### src/rtl/rtc_bus_reader_pkg.sv
// Shared definitions for the RTC bus reader: register offsets, FSM encoding,
// range limits, retry bound and the binary-to-BCD helper.
package rtc_bus_reader_pkg;

  typedef enum logic [2:0] {
    ST_IDLE,
    ST_REQ,
    ST_RD_SEC,
    ST_RD_MIN,
    ST_RD_HOUR,
    ST_RD_SEC2,
    ST_CHECK,
    ST_COMMIT
  } state_t;

  localparam int OFF_SEC  = 'h0;
  localparam int OFF_MIN  = 'h4;
  localparam int OFF_HOUR = 'h8;

  localparam logic [5:0] SEC_MAX  = 6'd59;
  localparam logic [5:0] MIN_MAX  = 6'd59;
  localparam logic [5:0] HOUR_MAX = 6'd23;

  localparam logic [1:0] MAX_RETRY = 2'd2;

  // Two-digit BCD of a value already known to be below 64.
  function automatic logic [7:0] to_bcd(input logic [5:0] v);
    logic [7:0] r;
    r[7:4] = 4'(v / 6'd10);
    r[3:0] = 4'(v % 6'd10);
    return r;
  endfunction

endpackage

### src/rtl/rtc_bus_reader_poll_tick_gen.sv
// Poll interval counter: counts 0..POLL_DIV-1 while enabled and flags the
// last count as the start tick; held at zero while disabled.
module poll_tick_gen
  import rtc_bus_reader_pkg::*;
#(
  parameter int POLL_DIV = 100000
) (
  input  logic clk,
  input  logic reset,
  input  logic enable,
  output logic tick
);

  localparam int CNT_W = $clog2(POLL_DIV);
  localparam logic [CNT_W-1:0] CNT_LAST = CNT_W'(POLL_DIV - 1);

  logic [CNT_W-1:0] count_reg;

  always_ff @(posedge clk) begin
    if (!reset) begin
      count_reg <= '0;
    end else if (!enable) begin
      count_reg <= '0;
    end else if (count_reg == CNT_LAST) begin
      count_reg <= '0;
    end else begin
      count_reg <= count_reg + 1'b1;
    end
  end

  assign tick = enable && (count_reg == CNT_LAST);

endmodule

### src/rtl/rtc_bus_reader.sv
// Bus initiator that polls the RTC SEC/MIN/HOUR registers and commits a
// rollover-consistent, range-checked snapshot. Macro RTC_READER_BCD_EN adds BCD outputs.
module rtc_bus_reader
  import rtc_bus_reader_pkg::*;
#(
  parameter int                ADDR_W   = 8,
  parameter int                DATA_W   = 32,
  parameter logic [ADDR_W-1:0] RTC_BASE = 8'h00,
  parameter int                POLL_DIV = 100000,
  parameter int                RD_LAT   = 1
) (
  input  logic              clk,
  input  logic              reset,
  input  logic              enable,
  output logic              bus_req,
  input  logic              bus_gnt,
  output logic              cs,
  output logic              wr,
  output logic [ADDR_W-1:0] addr,
  output logic [DATA_W-1:0] wdata,
  input  logic [DATA_W-1:0] rdata,
  output logic [5:0]        sec,
  output logic [5:0]        min,
  output logic [4:0]        hour,
  output logic              time_valid,
  output logic              upd,
  output logic              err
`ifdef RTC_READER_BCD_EN
  ,
  output logic [7:0]        bcd_sec,
  output logic [7:0]        bcd_min,
  output logic [7:0]        bcd_hour
`endif
);

  localparam logic [1:0] LAT_LAST = 2'(RD_LAT);

  state_t      state_reg, state_next;
  logic [1:0]  phase_reg, phase_next;
  logic [1:0]  retry_reg, retry_next;
  logic [5:0]  cap_sec_reg, cap_min_reg, cap_hour_reg, cap_sec2_reg;
  logic [5:0]  sec_reg, min_reg;
  logic [4:0]  hour_reg;
  logic        time_valid_reg, upd_reg, err_reg;
  logic        tick, capture, do_commit, do_fail;
  logic        rd_state;
  logic [ADDR_W-1:0] rd_off;
  state_t      rd_after;
  logic        unused_rdata;

  assign unused_rdata = ^rdata[DATA_W-1:6];

  poll_tick_gen #(
    .POLL_DIV (POLL_DIV)
  ) u_tick (
    .clk    (clk),
    .reset  (reset),
    .enable (enable),
    .tick   (tick)
  );

  always_comb begin
    state_next = state_reg;
    phase_next = phase_reg;
    retry_next = retry_reg;
    bus_req    = 1'b0;
    cs         = 1'b0;
    addr       = '0;
    capture    = 1'b0;
    do_commit  = 1'b0;
    do_fail    = 1'b0;
    rd_state   = 1'b0;
    rd_off     = '0;
    rd_after   = ST_IDLE;

    case (state_reg)
      ST_IDLE: begin
        if (tick) begin
          state_next = ST_REQ;
          retry_next = '0;
        end
      end
      ST_REQ: begin
        bus_req = 1'b1;
        if (bus_gnt) begin
          state_next = ST_RD_SEC;
          phase_next = '0;
        end
      end
      ST_RD_SEC: begin
        rd_state = 1'b1;
        rd_off   = ADDR_W'(OFF_SEC);
        rd_after = ST_RD_MIN;
      end
      ST_RD_MIN: begin
        rd_state = 1'b1;
        rd_off   = ADDR_W'(OFF_MIN);
        rd_after = ST_RD_HOUR;
      end
      ST_RD_HOUR: begin
        rd_state = 1'b1;
        rd_off   = ADDR_W'(OFF_HOUR);
        rd_after = ST_RD_SEC2;
      end
      ST_RD_SEC2: begin
        rd_state = 1'b1;
        rd_off   = ADDR_W'(OFF_SEC);
        rd_after = ST_CHECK;
      end
      ST_CHECK: begin
        bus_req = 1'b1;
        // Differing SEC reads mean a carry rippled through mid-snapshot.
        if (cap_sec2_reg != cap_sec_reg) begin
          if (retry_reg < MAX_RETRY) begin
            retry_next = retry_reg + 1'b1;
            phase_next = '0;
            state_next = ST_RD_SEC;
          end else begin
            retry_next = '0;
            do_fail    = 1'b1;
            state_next = ST_IDLE;
          end
        end else if (cap_sec_reg > SEC_MAX || cap_min_reg > MIN_MAX ||
                     cap_hour_reg > HOUR_MAX) begin
          retry_next = '0;
          do_fail    = 1'b1;
          state_next = ST_IDLE;
        end else begin
          do_commit  = 1'b1;
          state_next = ST_COMMIT;
        end
      end
      ST_COMMIT: begin
        retry_next = '0;
        state_next = ST_IDLE;
      end
      default: state_next = ST_IDLE;
    endcase

    // Losing the grant at any phase abandons the read; it is reissued from phase 0.
    if (rd_state) begin
      bus_req = 1'b1;
      if (!bus_gnt) begin
        phase_next = '0;
      end else if (phase_reg == 2'd0) begin
        cs         = 1'b1;
        addr       = RTC_BASE + rd_off;
        phase_next = 2'd1;
      end else if (phase_reg == LAT_LAST) begin
        capture    = 1'b1;
        phase_next = '0;
        state_next = rd_after;
      end else begin
        phase_next = phase_reg + 1'b1;
      end
    end
  end

  always_ff @(posedge clk) begin
    if (!reset) begin
      state_reg      <= ST_IDLE;
      phase_reg      <= '0;
      retry_reg      <= '0;
      cap_sec_reg    <= '0;
      cap_min_reg    <= '0;
      cap_hour_reg   <= '0;
      cap_sec2_reg   <= '0;
      sec_reg        <= '0;
      min_reg        <= '0;
      hour_reg       <= '0;
      time_valid_reg <= 1'b0;
      upd_reg        <= 1'b0;
      err_reg        <= 1'b0;
`ifdef RTC_READER_BCD_EN
      bcd_sec        <= '0;
      bcd_min        <= '0;
      bcd_hour       <= '0;
`endif
    end else begin
      state_reg <= state_next;
      phase_reg <= phase_next;
      retry_reg <= retry_next;
      upd_reg   <= do_commit;
      err_reg   <= do_fail;
      if (capture) begin
        case (state_reg)
          ST_RD_SEC:  cap_sec_reg  <= rdata[5:0];
          ST_RD_MIN:  cap_min_reg  <= rdata[5:0];
          ST_RD_HOUR: cap_hour_reg <= rdata[5:0];
          default:    cap_sec2_reg <= rdata[5:0];
        endcase
      end
      // Outputs load on the edge into COMMIT so they are valid alongside upd.
      if (do_commit) begin
        sec_reg        <= cap_sec_reg;
        min_reg        <= cap_min_reg;
        hour_reg       <= cap_hour_reg[4:0];
        time_valid_reg <= 1'b1;
`ifdef RTC_READER_BCD_EN
        bcd_sec        <= to_bcd(cap_sec_reg);
        bcd_min        <= to_bcd(cap_min_reg);
        bcd_hour       <= to_bcd(cap_hour_reg);
`endif
      end
    end
  end

  assign wr         = 1'b0;
  assign wdata      = '0;
  assign sec        = sec_reg;
  assign min        = min_reg;
  assign hour       = hour_reg;
  assign time_valid = time_valid_reg;
  assign upd        = upd_reg;
  assign err        = err_reg;

endmodule
### config.mk
export PLATFORM = sky130hd
export DESIGN_NAME = rtc_bus_reader
export DESIGN_NICKNAME = d
export VERILOG_FILES = /design/src/rtl/rtc_bus_reader_pkg.sv /design/src/rtl/rtc_bus_reader_poll_tick_gen.sv /design/src/rtl/rtc_bus_reader.sv
export SDC_FILE = /design/constraint.sdc
export NUM_CORES = 1
export LEC_CHECK = 0
export CAP_MARGIN = 15
export CORE_ASPECT_RATIO = 0.6
export CORE_MARGIN = 3
export CORE_UTILIZATION = 44
export CTS_CLUSTER_DIAMETER = 80
export DETAILED_ROUTE_END_ITERATION = 8
export PLACE_DENSITY = 0.81
export SLEW_MARGIN = 0
export SYNTH_ARGS = -nofsm -noshare
export SYNTH_HDL_FRONTEND = slang
export SYNTH_HIERARCHICAL = 1
export SYNTH_SLANG_ARGS = --single-unit
### constraint.sdc
create_clock -name clk -period 2.9 [get_ports clk]
set_input_delay 0.58 -clock clk [delete_from_list [all_inputs] [get_ports clk]]
set_output_delay 0.58 -clock clk [all_outputs]
set_load 0.05 [all_outputs]
# Word-level counts from Yosys, hierarchy flattened
# Index checks and enable logic that the tools add are counted.
# totals
regBits	68
input_bits	36
# classes
bitwise	3
n_mux	44
add_sub_neg	3
n_eq_ne	15
n_reduce_logical	18
order_cmp	4
# op_table
cell	n
$mux 2	12
$mux 3	8
$mux 8	3
$pmux 3 s4	2
$add 17x1->17 const B	1
$eq 17x17->1 const B	1
$mux 1	16
$eq 3x3->1 const B	4
$gt 6x6->1 const B	2
$ne 3x3->1 const B	4
$reduce_and 2->1	5
$pmux 4 s2	1
$eq 3x2->1 const B	2
$gt 6x5->1 const B	1
$ne 6x6->1	1
$pmux 2 s3	1
$reduce_bool 3->1	2
$reduce_or 3->1	2
$add 2x1->2 const B	2
$pmux 2 s2	1
$reduce_and 4->1	1
$reduce_or 4->1	1
$eq 3x1->1 const B	1
$logic_not 3->1	1
9 further kinds	12

# Logic depth before layout (Yosys ltp)
# Gate-level depths: netlist of the first run.
# depth
depth_word	10
depth_mapped	8
depth_no_buf	8

# Modules after synthesis
# Netlist of the first run, hierarchy kept.
# modules_own_cells
module	cells_each	seq_area_each_um2	area_per_inst_um2	instances
rtc_bus_reader	292	1021.0	2597.5	1
poll_tick_gen	89	340.3	800.8	1

# Least setup slack after synthesis of the first run
# OpenSTA, ideal clock, no wires.
# synth_timing
kind	input port to output port
from	input bus_gnt
to	output addr[2]
slack_ns	0.404
t_arrival_ns	1.916
required_time_ns	2.320
stages	3
cell_sequence	buf_2 -> nand4b_1 -> nor3_1
# synth_via
elab_chain_len	2
# synth_rtl
item	line_no	rtl
from (decl)	rtc_bus_reader.sv:16	input logic bus_gnt,
$mux 8	rtc_bus_reader.sv:143	if (!bus_gnt) begin
$mux 8	rtc_bus_reader.sv:141	if (rd_state) begin
to (decl)	rtc_bus_reader.sv:19	output logic [ADDR_W-1:0] addr,
# Every way passes these cells.

# Worst setup path in the final report of the first run
# layout_timing
from	register state_reg[1]
to	output bus_req
# layout_via
elab_chain_len	4
word_cells_on_any_way	11
# layout_rtl
item	line_no	rtl
from (decl)	rtc_bus_reader.sv:38	state_t state_reg, state_next;
from (signal assigned)	rtc_bus_reader.sv:180	state_reg <= state_next;
$eq 3x3->1, or another cell as far along	rtc_bus_reader.sv:76	case (state_reg)
$reduce_or 4->1 (no source line) / $reduce_or 2->1 (equally long branches)	-	
$mux 1	rtc_bus_reader.sv:76	
$mux 1 (*)	rtc_bus_reader.sv:141	
to (decl)	rtc_bus_reader.sv:15	output logic bus_req,
# Mark *: on every way between the ends. The rest lies on a longest branch, timed or not.

==> results of run 1 <==
where the power goes:
group / leakage [nW] / internal [mW] / total [mW] / switching [mW]
logic: 0.782 / 0.0882 / 0.347 / 0.259
registers: 0.548 / 0.948 / 0.968 / 0.0204
clock network: 0.159 / 0.775 / 1.18 / 0.406
total: 1.49 / 1.81 / 2.50 / 0.685
tightest hold or removal path, stage by stage, from the launching register on:
cell and delay [ns]:
dfxtp_1 0.31, inv_1 0.05, a21oi_1 0.05
synth_stat cells (2+ instances only):
cell	number	area, µm²
clkbuf_1	7	26.28
and3_1	4	25.02
o31ai_1	17	127.6
nand4_1	27	168.9
nand4_2	3	37.54
nor3_1	7	35.03
buf_4	42	315.3
inv_1	8	30.03
a31oi_1	3	18.77
a21oi_1	24	120.1
mux2i_1	24	240.2
and2_1	2	12.51
dfxtp_1	68	1361
and3b_1	3	26.28
buf_8	2	30.03
xnor2_1	19	166.4
o21ai_0	3	15.01
nor2b_1	2	12.51
nand2_1	12	45.04
and4_1	2	17.52
nor2_1	50	187.7
buf_2	10	50.05
nor4_1	5	31.28
nand3_1	10	50.05
xor2_1	3	26.28
metal layers:
| layer | part of all wire (%) | routed length [µm] |
|---|---|---|
| met4 | 1.2 | 93 |
| met3 | 7.0 | 544 |
| met5 | 0 | 0 |
| met1 | 48 | 3682 |
| met2 | 44 | 3410 |
final cells by class:
type	count	area, µm²
tap	104	130.1
clock inverter	6	86.33
timing repair buffer	39	405.4
fill	659	3442
sequential	68	1361
inverter	9	33.78
clock buffer	10	239.0
multi-input combinational	278	1689
kinds of logic (layout without fill, tap and decap cells):
family	Yosys count	count (layout)	synth area share (%)
simple gates	137	137	22.09
buf+inv	73	64	14.43
flops	68	68	40.06
compound gates	55	55	10.20
mux	24	24	7.069
xor+xnor	22	22	5.670
fa+ha+maj	1	1	0.3681
other cells	1	39	0.1104
final timing paths:
kind,start,to,slack (ns),cells after the start
worst max-delay path,state_reg[1],bus_req,0.35,3
worst min-delay path,time_valid,time_valid,0.45,2
worst max register to register,state_reg[1],phase_reg[0],0.88,4
worst min register to register,time_valid,time_valid,0.45,2
==> run summary, run 1 <==
Commonest non-fill, non-tap cell in the layout - dfxtp_1
Largest net degree at the start of global routing - 43
Final Total Pwr - 2.497 mW
Ys async rst share - 0%
Max incr delay on CP - 0.82 ns
Total GRT Usage - 17.01%
Share of cells above drive strength 1 - 8.049%
First-pass GRT wire length - 12080 µm
Worst path arrival time - 1.97 ns
DRC errors left - 0
DP HPWL - 5325 µm
Initial DRC count - 183
Starting Density - 46.00%
Slew Limit Fails - 0
Maximum clock rate - 392.7 MHz
CTS hold repair buffers - 0
Static Leak - 1.489 nW
Core Util, Final - 53.40%
Yosys cell types - 49
Worst Hold Class - flip-flop to flip-flop
Crit path time final - 2.547 ns
Drt pass-1 iters - 4
Endpoints failing setup - 0
Setup bufs post-CTS - 0
Mean Syn Cell Area - 8.919 µm²
Setup TNS - 0 ns
Routed Antenna Nets - 0
Largest register FFs - 17
Critical-path top delay cell - clkdlybuf4s50_1
Nature of the critical path endpoint - output port
CTS tree - built
Core ar. - 7387 µm²
Setup CP Type - flip-flop to output port
Peak VDD IR - 336.9 µV
Ys flop type - dfxtp_1
Worst hold margin - 0.4524 ns
Pre-CTS setup slack - 0.5195 ns
Final std cells w/o fill - 514
Commonest cells after routing, fill and taps aside - dfxtp_1 (68), nor2_1 (50), conb_1 (39), clkdlybuf4s50_1 (30), nand4_1 (27)
Die Height - 74.08 µm
Global route hottest layer - met2
Placed Instances - 498
Clk buf depth - 2
Worst Path Max Fanout - 12
Post-Syn Area - 3398 µm²
Critical path's top delay family - buffers and inverters
Clk Latency, worst-skew pair - 0.33 ns
WL per Instance - 15.04 µm
CTS Buf Count - 9
RSZ-0062 raised after global routing - false
Number of flops mapped to enable cells by yosys - 0
Vias in the first global route - 2406
Data required time of the critical path - 2.32 ns
Die width - 119.5 µm
Maxcap violations - 0
Fin crit share - 87.81%
Clock root buffer master - clkbuf_16
FP Rows - 24
Clock transition at path regs - 0.06 ns
Crit path cell chain - nor3_1, a21oi_1, clkdlybuf4s50_1
CP Buf/Inv Count - 1
Slew headroom - 53.52%
Final Worst Setup Slack - 0.3534 ns
Post-cts gate resize count - 0
Skew final - 0.007156 ns
Grt met2 use - 25.69%
Top-level I/O count - 99
Seq cells post-synth - 68
CTS HTree Levels - 3
Gate Count Post-Synth - 381
Diodes inserted - 0
Clock Sinks - 68
Worst-Margin Slew - 0.6953 ns
Vias - 2752
Synth warn - 6
Met1 Track Usage GR - 24.28%
Total Wirelength - 7730 µm
Sequential-to-total area share from yosys stat - 40.06%
P&R area growth vs syn - 16.09%
Dpl cell area - 3620 µm²
Total gr overflow - 0
GP Congestion - 0.8746
Outcome - completed
Final net count - 442
Routing usage on met3 - 3.723%
Antenna violations before repair - 0
# port buffers - 33
Startpoint class of the critical path - flip-flop
Power per cell area - 632.9 nW/µm²
Final Hold Fails - 0
Post-layout instance area - 3945 µm²
Via density - 5.354
Full die area - 8849 µm²
Power figures use the tool's default switching activity.
==> inputs of run 2 (changes only) <==
--- a/config.mk
+++ b/config.mk
@@ -12,6 +12,7 @@
 export CTS_CLUSTER_DIAMETER = 80
 export DETAILED_ROUTE_END_ITERATION = 8
 export PLACE_DENSITY = 0.81
+export SKIP_CTS_REPAIR_TIMING = 1
 export SLEW_MARGIN = 0
 export SYNTH_ARGS = -nofsm -noshare
 export SYNTH_HDL_FRONTEND = slang
==> results of run 2 <==
No change in the layout: final DEF, timing and power equal those of run 1.
